### config.mk
export PLATFORM = sky130hd
export DESIGN_NAME = uart_rx_deser
export DESIGN_NICKNAME = d
export VERILOG_FILES = /design/src/rtl/uart_pkg.sv /design/src/rtl/uart_rx_sync.sv /design/src/rtl/uart_rx_deser.sv
export SDC_FILE = /design/constraint.sdc
export NUM_CORES = 1
export LEC_CHECK = 0
export CORE_AREA = 2 2 67 63
export CTS_CLUSTER_DIAMETER = 60
export DETAILED_ROUTE_END_ITERATION = 10
export DIE_AREA = 0 0 69 65
export DONT_BUFFER_PORTS = 1
export GPL_TIMING_DRIVEN = 0
export SYNTH_ARGS = -nofsm -noshare
export SYNTH_HDL_FRONTEND = slang
export SYNTH_SLANG_ARGS = --single-unit
### constraint.sdc
create_clock -name clk -period 2.07 [get_ports clk]
set_input_delay 0.3105 -clock clk [delete_from_list [all_inputs] [get_ports clk]]
set_output_delay 0.3105 -clock clk [all_outputs]
set_load 0.02 [all_outputs]
### src/rtl/uart_pkg.sv
// -----------------------------------------------------------------------------
// uart_pkg
// Shared definitions for the UART receive and transmit paths: frame geometry,
// line idle level and the receiver FSM state encoding.
// -----------------------------------------------------------------------------
package uart_pkg;

    // Data bits per frame (8N1).
    localparam int UART_DATA_BITS = 8;

    // Level of an idle line; a start bit is the opposite level.
    localparam logic UART_IDLE_LEVEL = 1'b1;

    // Receiver FSM states, kept as plain constants for legacy tool flows.
    localparam int          UART_STATE_W = 3;
    localparam logic [2:0]  ST_IDLE      = 3'd0;
    localparam logic [2:0]  ST_START     = 3'd1;
    localparam logic [2:0]  ST_DATA      = 3'd2;
    localparam logic [2:0]  ST_STOP      = 3'd3;
    localparam logic [2:0]  ST_BREAK     = 3'd4;

endpackage : uart_pkg

### src/rtl/uart_rx_sync.sv
// -----------------------------------------------------------------------------
// uart_rx_sync
// Two-flop synchroniser for an asynchronous input pin. Both flops reset to
// RESET_VAL so an idle-high line does not look like an edge out of reset.
//
// Ports:
//   clk      in   system clock
//   m_reset  in   synchronous active-high reset
//   async_i  in   asynchronous input
//   sync_o   out  synchronised copy of async_i (two clk cycles of latency)
// -----------------------------------------------------------------------------
module uart_rx_sync #(
    parameter logic RESET_VAL = 1'b1
) (
    input  logic clk,
    input  logic m_reset,
    input  logic async_i,
    output logic sync_o
);

    logic meta_q, meta_d;
    logic sync_q, sync_d;

    always_comb begin
        meta_d = async_i;
        sync_d = meta_q;
    end

    // NOTE: state flops use non-blocking assignment so every flop samples the
    // pre-edge value of its neighbours, exactly like the hardware.
    always_ff @(posedge clk) begin
        if (m_reset) begin
            meta_q <= RESET_VAL;
            sync_q <= RESET_VAL;
        end else begin
            meta_q <= meta_d;
            sync_q <= sync_d;
        end
    end

    assign sync_o = sync_q;

endmodule : uart_rx_sync

### src/rtl/uart_rx_deser.sv
// -----------------------------------------------------------------------------
// uart_rx_deser
// 8N1 UART receiver: synchronises the serial line, samples each bit in its
// middle, rejects false starts, flags framing errors and presents complete
// bytes through a one-byte holding register on a valid/ready interface.
//
// Ports:
//   clk           in   system clock (only clock)
//   m_reset       in   synchronous active-high reset
//   uart_rxd      in   asynchronous serial line, idles high
//   rx_valid      out  byte available on rx_data
//   rx_data       out  received byte, LSB first on the wire
//   rx_ready      in   consumer accepts when rx_valid && rx_ready
//   rx_frame_err  out  one-cycle pulse: stop bit sampled low
//   rx_overrun    out  one-cycle pulse: good byte dropped, holding reg full
// -----------------------------------------------------------------------------
module uart_rx_deser
    import uart_pkg::*;
#(
    parameter int CYCLES_PER_BIT = 868,
    parameter int DATA_BITS      = UART_DATA_BITS
) (
    input  logic                 clk,
    input  logic                 m_reset,
    input  logic                 uart_rxd,
    output logic                 rx_valid,
    output logic [DATA_BITS-1:0] rx_data,
    input  logic                 rx_ready,
    output logic                 rx_frame_err,
    output logic                 rx_overrun
);

    localparam int CNT_W = $clog2(CYCLES_PER_BIT);
    localparam int BIT_W = $clog2(DATA_BITS);

    localparam logic [CNT_W-1:0] HALF_LAST = CNT_W'(CYCLES_PER_BIT / 2 - 1);
    localparam logic [CNT_W-1:0] BIT_LAST  = CNT_W'(CYCLES_PER_BIT - 1);
    localparam logic [BIT_W-1:0] DATA_LAST = BIT_W'(DATA_BITS - 1);

    logic rxs;

    uart_rx_sync #(
        .RESET_VAL (UART_IDLE_LEVEL)
    ) u_sync (
        .clk     (clk),
        .m_reset (m_reset),
        .async_i (uart_rxd),
        .sync_o  (rxs)
    );

    logic [UART_STATE_W-1:0] state_q,   state_d;
    logic [CNT_W-1:0]        cyc_cnt_q, cyc_cnt_d;
    logic [BIT_W-1:0]        bit_cnt_q, bit_cnt_d;
    logic [DATA_BITS-1:0]    shift_q,   shift_d;
    logic [DATA_BITS-1:0]    data_q,    data_d;
    logic                    valid_q,   valid_d;
    logic                    frame_err_q, frame_err_d;
    logic                    overrun_q,   overrun_d;
    logic                    frame_good;

    always_comb begin
        // NOTE: every signal written here gets a default first, so no path
        // can leave it unassigned and infer a latch.
        state_d     = state_q;
        cyc_cnt_d   = cyc_cnt_q;
        bit_cnt_d   = bit_cnt_q;
        shift_d     = shift_q;
        data_d      = data_q;
        valid_d     = valid_q;
        frame_err_d = 1'b0;
        overrun_d   = 1'b0;
        frame_good  = 1'b0;

        case (state_q)
            ST_IDLE: begin
                if (rxs != UART_IDLE_LEVEL) begin
                    cyc_cnt_d = '0;
                    bit_cnt_d = '0;
                    state_d   = ST_START;
                end
            end

            // Half a bit into the start bit: still low means a real start,
            // and every later sample then lands mid-bit.
            ST_START: begin
                if (cyc_cnt_q == HALF_LAST) begin
                    cyc_cnt_d = '0;
                    state_d   = (rxs == UART_IDLE_LEVEL) ? ST_IDLE : ST_DATA;
                end else begin
                    cyc_cnt_d = cyc_cnt_q + CNT_W'(1);
                end
            end

            // LSB arrives first, so shifting right leaves it in bit 0.
            ST_DATA: begin
                if (cyc_cnt_q == BIT_LAST) begin
                    cyc_cnt_d = '0;
                    shift_d   = {rxs, shift_q[DATA_BITS-1:1]};
                    if (bit_cnt_q == DATA_LAST) begin
                        state_d = ST_STOP;
                    end else begin
                        bit_cnt_d = bit_cnt_q + BIT_W'(1);
                    end
                end else begin
                    cyc_cnt_d = cyc_cnt_q + CNT_W'(1);
                end
            end

            ST_STOP: begin
                if (cyc_cnt_q == BIT_LAST) begin
                    cyc_cnt_d = '0;
                    if (rxs == UART_IDLE_LEVEL) begin
                        frame_good = 1'b1;
                        state_d    = ST_IDLE;
                    end else begin
                        frame_err_d = 1'b1;
                        state_d     = ST_BREAK;
                    end
                end else begin
                    cyc_cnt_d = cyc_cnt_q + CNT_W'(1);
                end
            end

            // Hold off until the line is released, so a break condition
            // yields exactly one error pulse.
            ST_BREAK: begin
                if (rxs == UART_IDLE_LEVEL) begin
                    state_d = ST_IDLE;
                end
            end

            default: begin
                state_d = ST_IDLE;
            end
        endcase

        // Holding register: a consume and a new byte in the same cycle
        // replace the byte without losing the valid flag.
        if (valid_q && rx_ready) begin
            valid_d = 1'b0;
        end
        if (frame_good) begin
            if (!valid_q || rx_ready) begin
                data_d  = shift_q;
                valid_d = 1'b1;
            end else begin
                overrun_d = 1'b1;
            end
        end
    end

    always_ff @(posedge clk) begin
        if (m_reset) begin
            state_q     <= ST_IDLE;
            cyc_cnt_q   <= '0;
            bit_cnt_q   <= '0;
            shift_q     <= '0;
            data_q      <= '0;
            valid_q     <= 1'b0;
            frame_err_q <= 1'b0;
            overrun_q   <= 1'b0;
        end else begin
            state_q     <= state_d;
            cyc_cnt_q   <= cyc_cnt_d;
            bit_cnt_q   <= bit_cnt_d;
            shift_q     <= shift_d;
            data_q      <= data_d;
            valid_q     <= valid_d;
            frame_err_q <= frame_err_d;
            overrun_q   <= overrun_d;
        end
    end

    assign rx_valid     = valid_q;
    assign rx_data      = data_q;
    assign rx_frame_err = frame_err_q;
    assign rx_overrun   = overrun_q;

endmodule : uart_rx_deser

* After elaboration in Yosys (flattened, before gate mapping) *
Cells that the tools add are included.

cells by class
  add/sub/neg operators = 2
  eq/ne operators = 14
  multiplexer cells = 25
  bitwise gates (word level) = 3
  reduce and logical (&&, ||, !) cells = 14

operator list
  operator                                                           number
  10-bit two-way mux                                                 3
  3-bit two-way mux                                                  10
  10-bit one-hot mux with 3 select lines                             1
  3-bit one-hot mux with 5 select lines                              1
  2-bit != test (second input constant)                              6
  10-bit by 1-bit adder with 10-bit output (second input constant)   1
  10-bit == test (second input constant)                             1
  10-bit by 9-bit == test with 1-bit output (second input constant)  1
  1-bit two-way mux                                                  8
  3-bit by 2-bit == test with 1-bit output (second input constant)   2
  3-bit == test (second input constant)                              2
  3-bit one-hot mux with 2 select lines                              1
  2-bit AND reduction                                                3
  6-bit AND reduction                                                1
  4-bit AND reduction                                                1
  2-bit OR reduction                                                 2
  3-bit by 1-bit adder with 3-bit output (second input constant)     1
  3-bit by 1-bit == test with 1-bit output (second input constant)   1
  3-bit zero test                                                    1
  1-bit NOT                                                          3
  3-bit nonzero test                                                 1
  3-bit OR reduction                                                 1
  2-bit two-way mux                                                  1
  2-bit by 1-bit != test with 1-bit output (second input constant)   1
  other kinds (4)                                                    4

word-level totals
  flip-flop bits (word level) = 37
  bits of input ports = 4
  word-level logic and storage cells = 68

* Logic depth before layout (Yosys ltp) *
  depth after elaboration = 5
  depth in mapped cells = 6
  gate-level depth less buffers = 6

* By module *
From an unflattened synthesis, not the netlist that was laid out.

second synthesis, totals
  cell total of the unflattened synthesis = 215
  area, all modules = 1859.3 sq um

by module, submodules not included
  module         instances  cells each  area an instance (sq um)  sequential area each (sq um)
  uart_rx_deser  1          211         1806.7                    700.7
  uart_rx_sync   1          4           52.6                      40.0

* Worst setup path after synthesis *
Ideal clock, no wire load.

  path kind = flip-flop to flip-flop
  start point = register cyc_cnt_q[0]
  end point = register state_q[0]
  arrival = 1692 ps
  required time = 2000 ps
  slack = 308 ps
  cell stages (with the launch flop) = 6
  buffers on the path = 0
  cells stage by stage = dfxtp_1 > ha_1 > nor4bb_4 > a31oi_1 > or3_1 > a21boi_1

on the way
  cells in the longest elaborated chain, start to end = 3
  elaborated cells between the ends (all ways) = 6

ends and longest elaborated chain
  element                                                                      RTL line                                                        RTL
  from (decl)                                                                  uart_rx_deser.sv:52                                             logic [CNT_W-1:0] cyc_cnt_q, cyc_cnt_d;
  from (signal assigned)                                                       uart_rx_deser.sv:164                                            cyc_cnt_q <= cyc_cnt_d;
  10-bit == test or 10-bit by 9-bit == test with 1-bit output (tied branches)  uart_rx_deser.sv:96, uart_rx_deser.sv:110, uart_rx_deser.sv:86
  2-bit != test (no line)                                                      --
  6-bit AND reduction (no line) *                                              --
  to (signal assigned)                                                         uart_rx_deser.sv:163                                            state_q <= state_d;
  to (decl)                                                                    uart_rx_deser.sv:51                                             logic [UART_STATE_W-1:0] state_q, state_d;

Every way passes the cells marked *; elsewhere a longest branch is shown, timed or not.
A chain may end at the register's enable or synchronous reset.

* Final worst setup path *
  start point = register cyc_cnt_q[0]
  end point = register bit_cnt_q[0]

on the way
  cells in the longest elaborated chain, start to end = 3

ends and longest elaborated chain
  element                        RTL line              RTL
  10-bit == test                 uart_rx_deser.sv:96   if (cyc_cnt_q == BIT_LAST) begin
  2-bit != test (no line)        --
  4-bit AND reduction (no line)  --
  to (signal assigned)           uart_rx_deser.sv:165  bit_cnt_q <= bit_cnt_d;
  to (decl)                      uart_rx_deser.sv:53   logic [BIT_W-1:0] bit_cnt_q, bit_cnt_d;

Every way passes these cells.

==> run_results.csv <==
group,metric,value,unit
status,outcome,"complete, no violations",
cells_and_area,fin_nets,225,
routing,wl_per_cell,14.5,um
floorplanning,die_area,4490,um2
grt,grt_first_pass_wirelength,6810,um
clocking,cts_max_path_buffers,2,
yosys,netlist_area,1810,um2
min_path,holdPathEnd,"u_sync.meta_q$_SDFF_PP1_",
clocking,holdBufCountCts,0,
worst_setup_path,cp_max_fo,10,
floorplanning,dieWidth,69,um
placement,hpwlAfterDp,2760,um
clocking,ctsResizeCount,0,
pwr,netSwitchingPower,281,uW
routing,drc_errors,0,
routing,vias,1544,
pwr,ir_drop,0.000340,V
yosys,yosysUniqueCellTypes,39,
yosys,yosysSeqAreaShare,0.409,
worst_setup_path,crit_type,"flop to flop",
routing,ant_nets,0,
placement,gp_congestion,0.739,
pwr,p_int,1080,uW
cells_and_area,final_area,2020,um2
placement,port_buffers,0,
floorplanning,initial_utilization,0.469,
clocking,cts_tree,"done",
timing,setup_tns,0,ns
worst_setup_path,r2r_end,"bit_cnt_q[0]$_SDFFE_PP0P_",
placement,post_dp_cell_area,1870,um2
grt,grt_pass1_vias,1518,
min_path,hold_path_class,"primary input to flop",
worst_setup_path,required,2.23,ns
yosys,ys_ff_latch,37,
grt,antenna_found_initial,0,
floorplanning,fp.coreArea,3850,um2
clocking,insertion_delay,0.29,ns
worst_setup_path,end_kind,"flop",
timing,rsz0062_at_grt,"no",
yosys,synth_edf_count,0,
yosys,synth_ff_type,"dfxtp_1",
routing,via_per_inst,5.83,
cells_and_area,drive_above_1_share,0.166,
timing,setup_viol,0,
yosys,synth_nets,214,
cells_and_area,antenna_cells,0,
worst_setup_path,rr_startpoint,"cyc_cnt_q[0]$_SDFFE_PP0P_",
clocking,htreeDepth,2,
grt,grt_max_degree,12,
clocking,cts_made_buffers,5,
routing,drtIter0Drc,90,
worst_setup_path,arrival,2.04,ns
floorplanning,dieHeight,65,um
floorplanning,std_cell_rows,22,
routing,wirelength,3850,um
yosys,netlist_instances,206,
floorplanning,boundaryPins,15,
timing,slew_headroom,0.627,
timing,skew,0.00817,ns
job,max-cap-violations,0,
timing,finalCritPeriodShare,0.906,
worst_setup_path,r2r_slack,0.19,ns
pwr,p_seq_frac,0.528,
timing,max_freq,0.533,GHz
clocking,clockRootBuffer,"clkbuf_8",
yosys,synthArstFlopShare,0,
worst_setup_path,critPathLaunchType,"flop",
worst_setup_path,reg2regPathDepth,7,
pwr,pwr-share-comb,0.027,
grt,grt_util_all_layers,0.190,
min_path,hold_start,"uart_rxd",
min_path,whs_path_depth,1,
pwr,p_clk_frac,0.445,
pwr,swShare,0.207,
cells_and_area,syn_to_final_growth,11.4,%
timing,hold_viol_final,0,
yosys,synth.yosys.warnings,0,
timing,worst_pin_slew,0.560,ns
timing,holdWs,0.121,ns
routing,firstDrtPassIters,4,
timing,period_minus_slack,1.88,ns
yosys,syn_avg_cell_area,8.78,um2
grt,overflow,0,
pwr,powerDensity,673,nW/um2
timing,slew_violations,0,
clocking,cts.reportedPaths.clkPinSlew,0.07,ns
worst_setup_path,worstSetupStartpoint,"cyc_cnt_q[0]$_SDFFE_PP0P_",
pwr,p_leak,0.000628,uW
cells_and_area,final_util,0.523,
clocking,clock_sinks,37,
[power by group through the flow]
stage / clock, uW / combinational, uW / sequential (uW)
4_1_cts: 619 / 36.2 / 716
3_5_place_dp: 0 / 36.3 / 733
2_1_floorplan: 0 / 28.0 / 732
5_1_grt: 648 / 41.0 / 716
6_report: 605 / 36.3 / 716
3_3_place_gp: 0 / 35.2 / 733
[sequential cells by signal, indices dropped and copies added (netlist names)]
| signal | flops |
|---|---|
| bit_cnt_q | 3 |
| cyc_cnt_q | 10 |
| rx_data | 8 |
| rx_frame_err | 1 |
| rx_overrun | 1 |
| rx_valid | 1 |
| shift_q | 8 |
| state_q | 3 |
| u_sync.meta_q | 1 |
| u_sync.sync_o | 1 |
[cells in the mapped netlist, types with 3 or more instances]
cell type,count,area share
or2_2,7,0.024
buf_2,6,0.017
o21ai_0,11,0.030
nand4_1,4,0.014
nand2b_1,3,0.010
clkbuf_1,5,0.010
nor2_1,6,0.012
or3_1,3,0.010
o211ai_1,16,0.066
ha_1,4,0.028
a21oi_1,24,0.066
nand3_1,11,0.030
nand2_1,30,0.062
dfxtp_1,37,0.41
inv_1,3,0.0062
nor3_1,5,0.014
[kinds of logic (layout without fill, tap and decap cells)]
family,Yosys count,in the layout,share of synthesized area
AO/OA/AOI/OAI,63,63,0.247
adder cells (fa/ha/maj),4,4,0.0277
buffers and inverters,15,26,0.0353
flip-flops,37,37,0.409
AND/OR/NAND/NOR,87,87,0.281
[layout by cell type, fill, tap and decap left out, drive strengths merged, types with 4 or more instances in the layout]
| cell | n |
|---|---|
| nand4 | 4 |
| a21oi | 24 |
| o211ai | 16 |
| nor3 | 5 |
| dfxtp | 37 |
| nor2 | 6 |
| buf | 11 |
| nand2 | 30 |
| o21ai | 11 |
| ha | 4 |
| or2 | 7 |
| or3 | 4 |
| clkbuf | 10 |
| nand3 | 11 |
| and4 | 4 |
[metal layers]
metal	part of all wire	track usage	routed length [um]	up-vias
met5	0	0	0	-
met4	0.021	0.0931	82	0
met3	0.031	0.0544	118	9
met2	0.46	0.314	1770	19
met1	0.49	0.228	1880	742
li1	-	-	-	774
[through the flow]
| stage | cells | total power [uW] | setup slack [ns] |
|---|---|---|---|
| after floorplan | 206 | 760 | 0.308 |
| after global placement | 254 | 768 | -0.0162 |
| after detailed placement | 254 | 769 | -0.0645 |
| after CTS | 263 | 1370 | 0.0483 |
| after global routing | 265 | 1400 | 0.0615 |
| final | 265 | 1360 | 0.194 |
[critical path, stage by stage, from the launching register on]
cell and delay, ns:
dfxtp_1 0.42, ha_1 0.25, nor4bb_4 0.21, buf_4 0.19, nand4_1 0.14, buf_2 0.25, o211ai_1 0.19, a21oi_1 0.08
[worst max path at each step]
stage                                 to  slack [ns]  cells past startpoint
3_5_place_dp     rx_data[6]$_SDFFE_PP0P_       -0.06                      5
6_report       bit_cnt_q[0]$_SDFFE_PP0P_        0.19                      7
5_1_grt        cyc_cnt_q[2]$_SDFFE_PP0P_        0.06                      6
4_1_cts        bit_cnt_q[0]$_SDFFE_PP0P_        0.05                      6
2_1_floorplan    state_q[0]$_SDFFE_PP0P_        0.31                      5
3_3_place_gp     rx_data[3]$_SDFFE_PP0P_       -0.02                      5
[what timing repair did]
| item | CTS | global route |
|---|---|---|
| pin swaps | 2 | 1 |
| buffers inserted | 2 | 2 |
| setup endpoints to repair | 11 | 12 |
[final cells by class]
cell class	instances	area (um2)
Sequential cell	37	741
Buffer	12	52.6
Timing Repair Buffer	4	42.5
Fill cell	365	1840
Clock buffer	5	68.8
Clock inverter	2	35.0
Tap cell	48	60.1
Inverter	3	11.3
Multi-Input combinational cell	154	1000
Note: power is estimated with default switching activity, not from simulation.
